### src/rtl/imem_loader.sv
// Instruction memory loader: assembles a little-endian byte stream into 32-bit words
// and writes them to consecutive word addresses while holding the CPU in reset.
module imem_loader #(
  parameter int unsigned DEPTH_WORDS = 256,
  parameter int          COUNT_WIDTH = 16
) (
  input  logic                   clk,
  input  logic                   rst,
  input  logic                   Start_in,
  input  logic [COUNT_WIDTH-1:0] Word_count_in,
  input  logic [7:0]             Byte_in,
  input  logic                   Byte_valid_in,
  output logic                   Byte_ready_out,
  output logic                   Mem_we_out,
  output logic [31:0]            Mem_addr_out,
  output logic [31:0]            Mem_wdata_out,
  output logic                   Busy_out,
  output logic                   Done_out,
  output logic                   Error_out,
  output logic                   Cpu_rst_out
);

  // state   | meaning
  // IDLE    | waiting for Start_in; Error_out holds its last verdict
  // COLLECT | accepting bytes of the current word
  // WRITE   | single-cycle memory write of the assembled word
  // DONE    | one-cycle completion pulse
  typedef enum logic [1:0] {IDLE, COLLECT, WRITE, DONE} state_t;

  state_t                 state_q, state_d;
  logic [1:0]             byte_cnt_q, byte_cnt_d;
  logic [COUNT_WIDTH-1:0] word_idx_q, word_idx_d;
  logic [COUNT_WIDTH-1:0] count_q, count_d;
  logic [31:0]            shift_q, shift_d;
  logic                   error_d;
  logic                   oversize;
  logic                   busy_d;

  assign oversize       = 32'(Word_count_in) > 32'(DEPTH_WORDS);
  assign Byte_ready_out = (state_q == COLLECT);
  assign busy_d         = (state_d == COLLECT) || (state_d == WRITE);

  always_comb begin
    state_d    = state_q;
    byte_cnt_d = byte_cnt_q;
    word_idx_d = word_idx_q;
    count_d    = count_q;
    shift_d    = shift_q;
    error_d    = Error_out;
    case (state_q)
      IDLE: begin
        if (Start_in) begin
          if (Word_count_in == '0) begin
            error_d = 1'b0;
            state_d = DONE;
          end else if (oversize) begin
            error_d = 1'b1;
          end else begin
            error_d    = 1'b0;
            count_d    = Word_count_in;
            word_idx_d = '0;
            byte_cnt_d = '0;
            shift_d    = '0;
            state_d    = COLLECT;
          end
        end
      end
      COLLECT: begin
        if (Byte_valid_in) begin
          shift_d[{byte_cnt_q, 3'b000} +: 8] = Byte_in;
          byte_cnt_d = byte_cnt_q + 2'd1;
          if (byte_cnt_q == 2'd3) state_d = WRITE;
        end
      end
      WRITE: begin
        if (word_idx_q + COUNT_WIDTH'(1) == count_q) begin
          state_d = DONE;
        end else begin
          word_idx_d = word_idx_q + COUNT_WIDTH'(1);
          byte_cnt_d = '0;
          state_d    = COLLECT;
        end
      end
      DONE:    state_d = IDLE;
      default: state_d = IDLE;
    endcase
  end

  // Outputs are registered from the next state so they line up with the state itself.
  always_ff @(posedge clk) begin
    if (rst) begin
      state_q       <= IDLE;
      byte_cnt_q    <= '0;
      word_idx_q    <= '0;
      count_q       <= '0;
      shift_q       <= '0;
      Mem_we_out    <= 1'b0;
      Mem_addr_out  <= '0;
      Mem_wdata_out <= '0;
      Busy_out      <= 1'b0;
      Cpu_rst_out   <= 1'b0;
      Done_out      <= 1'b0;
      Error_out     <= 1'b0;
    end else begin
      state_q     <= state_d;
      byte_cnt_q  <= byte_cnt_d;
      word_idx_q  <= word_idx_d;
      count_q     <= count_d;
      shift_q     <= shift_d;
      Mem_we_out  <= (state_d == WRITE);
      Busy_out    <= busy_d;
      Cpu_rst_out <= busy_d;
      Done_out    <= (state_d == DONE);
      Error_out   <= error_d;
      if (state_d == WRITE) begin
        Mem_addr_out  <= 32'(word_idx_q) << 2;
        Mem_wdata_out <= shift_d;
      end
    end
  end

endmodule
### config.mk
export PLATFORM = sky130hd
export DESIGN_NAME = imem_loader
export DESIGN_NICKNAME = d
export VERILOG_FILES = /design/src/rtl/imem_loader.sv
export SDC_FILE = /design/constraint.sdc
export NUM_CORES = 1
export LEC_CHECK = 0
export BUFFER_PORTS_ARGS = -buffer_cell sky130_fd_sc_hd__buf_2
export CORE_ASPECT_RATIO = 1.75
export CORE_MARGIN = 3
export CORE_UTILIZATION = 30
export DETAILED_ROUTE_END_ITERATION = 6
export PLACE_DENSITY = 0.54
export SETUP_SLACK_MARGIN = 0.02
export SYNTH_ARGS = -nofsm -noshare
export SYNTH_HDL_FRONTEND = slang
export SYNTH_SLANG_ARGS = --single-unit
### constraint.sdc
create_clock -name clk -period 7.5 [get_ports clk]
set_input_delay 0.75 -clock clk [delete_from_list [all_inputs] [get_ports clk]]
set_output_delay 0.75 -clock clk [all_outputs]
set_load 0.1 [all_outputs]
==> results.yml <==
critical_path:
  critPathLaunchType: "register"
  critical_path_required_ns: 7.78
  crit_path_max_fanout: 71
  critical_path.endpoint_type: "register"
  timing.setup.critical_path_class: "reg2reg"
  worst_path_arrival_ns: 4.54
min_path:
  hold_path.class: "reg2reg"
timing:
  setup-tns-final_ns: 0
  setup_clock_skew_after_layout_ns: 0.005990
  finalCritPeriodShare_pct: 56.80
  grt_setup_unrepaired: "false"
  timing.fmax_mhz: 234.7
  timing_hold_violations_final: 0
  timing.final.max_slew_violations: 0
  finalWorstPathRequiredPeriod_ns: 4.260
  timing.max_slew.rel_slack_pct: 29.37
  setup_viol: 0
  max_slew.worst_pin.slew_ns: 1.056
clock_tree:
  cts_resized: 0
  cts_tree: "done"
  htreeDepth: 4
  cts_num_sinks: 120
  tritoncts.num_buffers: 17
  clk-insertion-delay-late_ns: 0.41
  ctsRootBufferMaster: "sky130_fd_sc_hd__clkbuf_16"
  cts_hold_buf: 0
  clk_pin_slew_worst_paths_ns: 0.05
  post_cts_buffers: 0
  cts_max_path_buffers: 2
global_route:
  grt_antenna_before_repair: 0
  grtUsageTotal_pct: 15.03
  grt_pass1_wl_um: 22760
  grt_start_max_net_pins: 72
  grt_overflow: 0
  grt_pass1_vias: 4350
place:
  dpl.hpwl_um: 10380
  place_congestion: 0.8381
  placed_cells_incl_taps: 853
  port_buffers: 81
layout:
  area_delta_synth_final_pct: 18.89
  final_net_count: 683
  num_antenna_cells: 0
  final_layout_size_suffix_gt1_share_pct: 18.69
  filler_cell_count: 1811
  final-instance-count-excl-fill: 885
power:
  vdd_drop_max_mv: 0.1417
  report.power.total_w: 0.001475
  power_density_nw_per_um2: 235.6
  leakage_nw: 2.541
die:
  rows: 63
  floorplan.die.height_um: 181.3
  die_area_um2: 19240
  io-pin-count: 98
  initial_core_util_pct: 30.79
  floorplan.core_area_um2: 17110
  die_w_um: 106.2
logic_synthesis:
  synth-main-ff-cell: "sky130_fd_sc_hd__dfxtp_1"
  yosysSeqAreaShare_pct: 45.62
  postSynthCellCount: 587
  synth_top_cells_by_area: "sky130_fd_sc_hd__dfxtp_1 46%, sky130_fd_sc_hd__nor2_1 6.8%, sky130_fd_sc_hd__a211oi_1 5.0%, sky130_fd_sc_hd__a22oi_1 4.6%, sky130_fd_sc_hd__mux2i_1 3.4%"
  synthAdderAreaFrac_pct: 2.376
  yosysUniqueCellTypes: 54
  post_synthesis_simple_gate_area_fraction_pct: 20.79
  synth_area_um2: 5266
  postSynthAreaPerCell_um2: 8.972
  synth_compound_gate_area_share_pct: 17.61
  mux_share_of_post_synthesis_cell_area_pct: 3.635
  synthDominantCellAreaShare_pct: 45.62
  synth_area_leader_cell: "sky130_fd_sc_hd__dfxtp_1"
  synth_seq_cells: 120
  yosysWarningCount: 0
  synth_xor_xnor_area_share_pct: 2.946
  postSynth.asyncResetShare_pct: 0
  number_of_synthesized_flops_with_an_enable_pin: 0
  synth_top_family_by_area: "simple AND/OR/NAND/NOR gates"
routing:
  route.final.wire_length_um: 14320
  antenna_violation_net_count_after_detailed_routing: 0
  routed_wire_length_per_instance_um: 16.19
  dr.first_iter.drc_count: 163
  drt_pass1_iterations: 4
  vias: 4471
  via_per_inst: 5.052
  drc: 0
run:
  max_cap_viol_count: 0
run_status:
  outcome: "finished, final reports clean"
==> power by group <==
part           leakage, nW  internal [W]  switching (W)   total, W
Combinational         1.30    0.00000777      0.0000582  0.0000659
Clock                0.277      0.000493       0.000278   0.000770
Sequential           0.966      0.000639    0.000000269   0.000639
==> worst max-delay path, stage by stage, from the launching register on <==
cell and delay (ns):
sky130_fd_sc_hd__dfxtp_1 0.48, sky130_fd_sc_hd__ha_1 0.30, sky130_fd_sc_hd__nand3_2 0.18, sky130_fd_sc_hd__or4_1 0.63
sky130_fd_sc_hd__xnor2_1 0.16, sky130_fd_sc_hd__nor4_1 0.24, sky130_fd_sc_hd__and4b_4 0.48, sky130_fd_sc_hd__a21o_1 0.24
sky130_fd_sc_hd__ha_2 0.40, sky130_fd_sc_hd__buf_4 0.65, sky130_fd_sc_hd__mux2i_1 0.27, sky130_fd_sc_hd__nor2_1 0.05
==> cells in the mapped netlist (2+ instances only) <==
library cell and instances:
sky130_fd_sc_hd__buf_2 7, sky130_fd_sc_hd__nor2b_1 8, sky130_fd_sc_hd__xnor2_1 9, sky130_fd_sc_hd__buf_4 20
sky130_fd_sc_hd__nor4_1 12, sky130_fd_sc_hd__dfxtp_1 120, sky130_fd_sc_hd__nor3_1 3, sky130_fd_sc_hd__a211oi_1 35
sky130_fd_sc_hd__a21oi_1 18, sky130_fd_sc_hd__nand4_2 2, sky130_fd_sc_hd__or3_1 4, sky130_fd_sc_hd__a221o_1 3
sky130_fd_sc_hd__a211o_1 9, sky130_fd_sc_hd__ha_1 10, sky130_fd_sc_hd__nor4b_1 2, sky130_fd_sc_hd__buf_1 4
sky130_fd_sc_hd__o2111ai_1 3, sky130_fd_sc_hd__buf_6 3, sky130_fd_sc_hd__clkbuf_1 25, sky130_fd_sc_hd__a22oi_1 32
sky130_fd_sc_hd__o21ai_0 9, sky130_fd_sc_hd__xor2_1 6, sky130_fd_sc_hd__mux2i_1 18, sky130_fd_sc_hd__nor2_1 95
sky130_fd_sc_hd__nand4_1 4, sky130_fd_sc_hd__inv_1 9, sky130_fd_sc_hd__o31ai_1 3, sky130_fd_sc_hd__and4_1 4
sky130_fd_sc_hd__nor3b_1 2, sky130_fd_sc_hd__nand2_1 43, sky130_fd_sc_hd__nand3_1 13, sky130_fd_sc_hd__and2_1 8
sky130_fd_sc_hd__o211ai_1 2, sky130_fd_sc_hd__and3_1 14, sky130_fd_sc_hd__a21o_1 3, sky130_fd_sc_hd__o22ai_1 2
sky130_fd_sc_hd__o41ai_1 3, sky130_fd_sc_hd__or4_1 4
==> kinds of logic after synthesis <==
| group | Yosys count |
|---|---|
| AO/OA/AOI/OAI | 127 |
| adder cells (fa/ha/maj) | 10 |
| AND/OR/NAND/NOR | 225 |
| buffers and inverters | 69 |
| XOR/XNOR | 16 |
| multiplexers | 19 |
| flip-flops | 120 |
| other | 1 |
==> cell type report <==
cell class / count / area, µm² / share of cell area (%)
Sequential cell: 120 / 2402 / 38.37
Multi-Input combinational cell: 413 / 2556 / 40.83
Inverter: 9 / 33.78 / 0.5396
Tap cell: 227 / 284.0 / 4.536
Clock buffer: 22 / 454.2 / 7.254
Clock inverter: 10 / 102.6 / 1.639
Timing Repair Buffer: 84 / 427.9 / 6.835
==> cell usage in the layout, fill, tap and decap left out, types with 4 or more instances in the layout <==
master / instances
sky130_fd_sc_hd__dfxtp_1: 120
sky130_fd_sc_hd__nor2_1: 95
sky130_fd_sc_hd__buf_2: 81
sky130_fd_sc_hd__nand2_1: 43
sky130_fd_sc_hd__a211oi_1: 35
sky130_fd_sc_hd__a22oi_1: 32
sky130_fd_sc_hd__a21oi_1: 18
sky130_fd_sc_hd__mux2i_1: 18
sky130_fd_sc_hd__clkbuf_16: 17
sky130_fd_sc_hd__conb_1: 16
sky130_fd_sc_hd__and3_1: 14
sky130_fd_sc_hd__nand3_1: 13
sky130_fd_sc_hd__nor4_1: 12
sky130_fd_sc_hd__inv_1: 9
sky130_fd_sc_hd__o21ai_0: 9
sky130_fd_sc_hd__xnor2_1: 9
sky130_fd_sc_hd__a211o_1: 9
sky130_fd_sc_hd__ha_1: 9
sky130_fd_sc_hd__nor2b_1: 8
sky130_fd_sc_hd__and2_1: 8
sky130_fd_sc_hd__clkinv_2: 7
sky130_fd_sc_hd__xor2_1: 6
sky130_fd_sc_hd__or4_1: 4
sky130_fd_sc_hd__or3_1: 4
sky130_fd_sc_hd__and4_1: 4
sky130_fd_sc_hd__nand4_1: 4
sky130_fd_sc_hd__clkbuf_1: 4
==> metal layers <==
layer	vias up	wire length [µm]	GRT usage, %
li1	2185	-	-
met1	2146	5525	15.93
met2	112	7876	27.71
met3	28	571	3.575
met4	0	351	6.587
met5	-	0	0
==> final timing paths <==
kind,slack (ns),cells past startpoint,start,endpoint
min reg2reg,0.48,2,Mem_wdata_out[9]$_SDFFE_PP0N_,Mem_wdata_out[9]$_SDFFE_PP0N_
max reg2reg,3.24,11,word_idx_q[0]$_SDFFE_PP0P_,Mem_addr_out[14]$_SDFFE_PP0N_
min,0.48,2,Mem_wdata_out[9]$_SDFFE_PP0N_,Mem_wdata_out[9]$_SDFFE_PP0N_
max,3.24,11,word_idx_q[0]$_SDFFE_PP0P_,Mem_addr_out[14]$_SDFFE_PP0N_
==> sequential cells by signal, summed over array words and instances, names as in the netlist <==
name	count
Mem_wdata_out	32
shift_q	32
Done_out	1
Mem_addr_out	16
count_q	16
byte_cnt_q	2
Error_out	1
word_idx_q	16
Cpu_rst_out	1
state_q	2
Mem_we_out	1
==> stage by stage <==
| stage | utilization, % | hold WS [ns] | area [µm²] | setup slack (ns) |
|---|---|---|---|---|
| floorplan | - | 0.4368 | 5323 | 3.974 |
| global placement | 33.35 | 0.4626 | 5704 | 3.413 |
| detailed placement | 33.35 | 0.4639 | 5704 | 3.220 |
| CTS | 36.60 | 0.4815 | 6261 | 3.214 |
| global route | 36.60 | 0.4975 | 6261 | 2.854 |
| finish | 36.60 | 0.4796 | 6261 | 3.240 |
(Power assumes the default switching activity.)
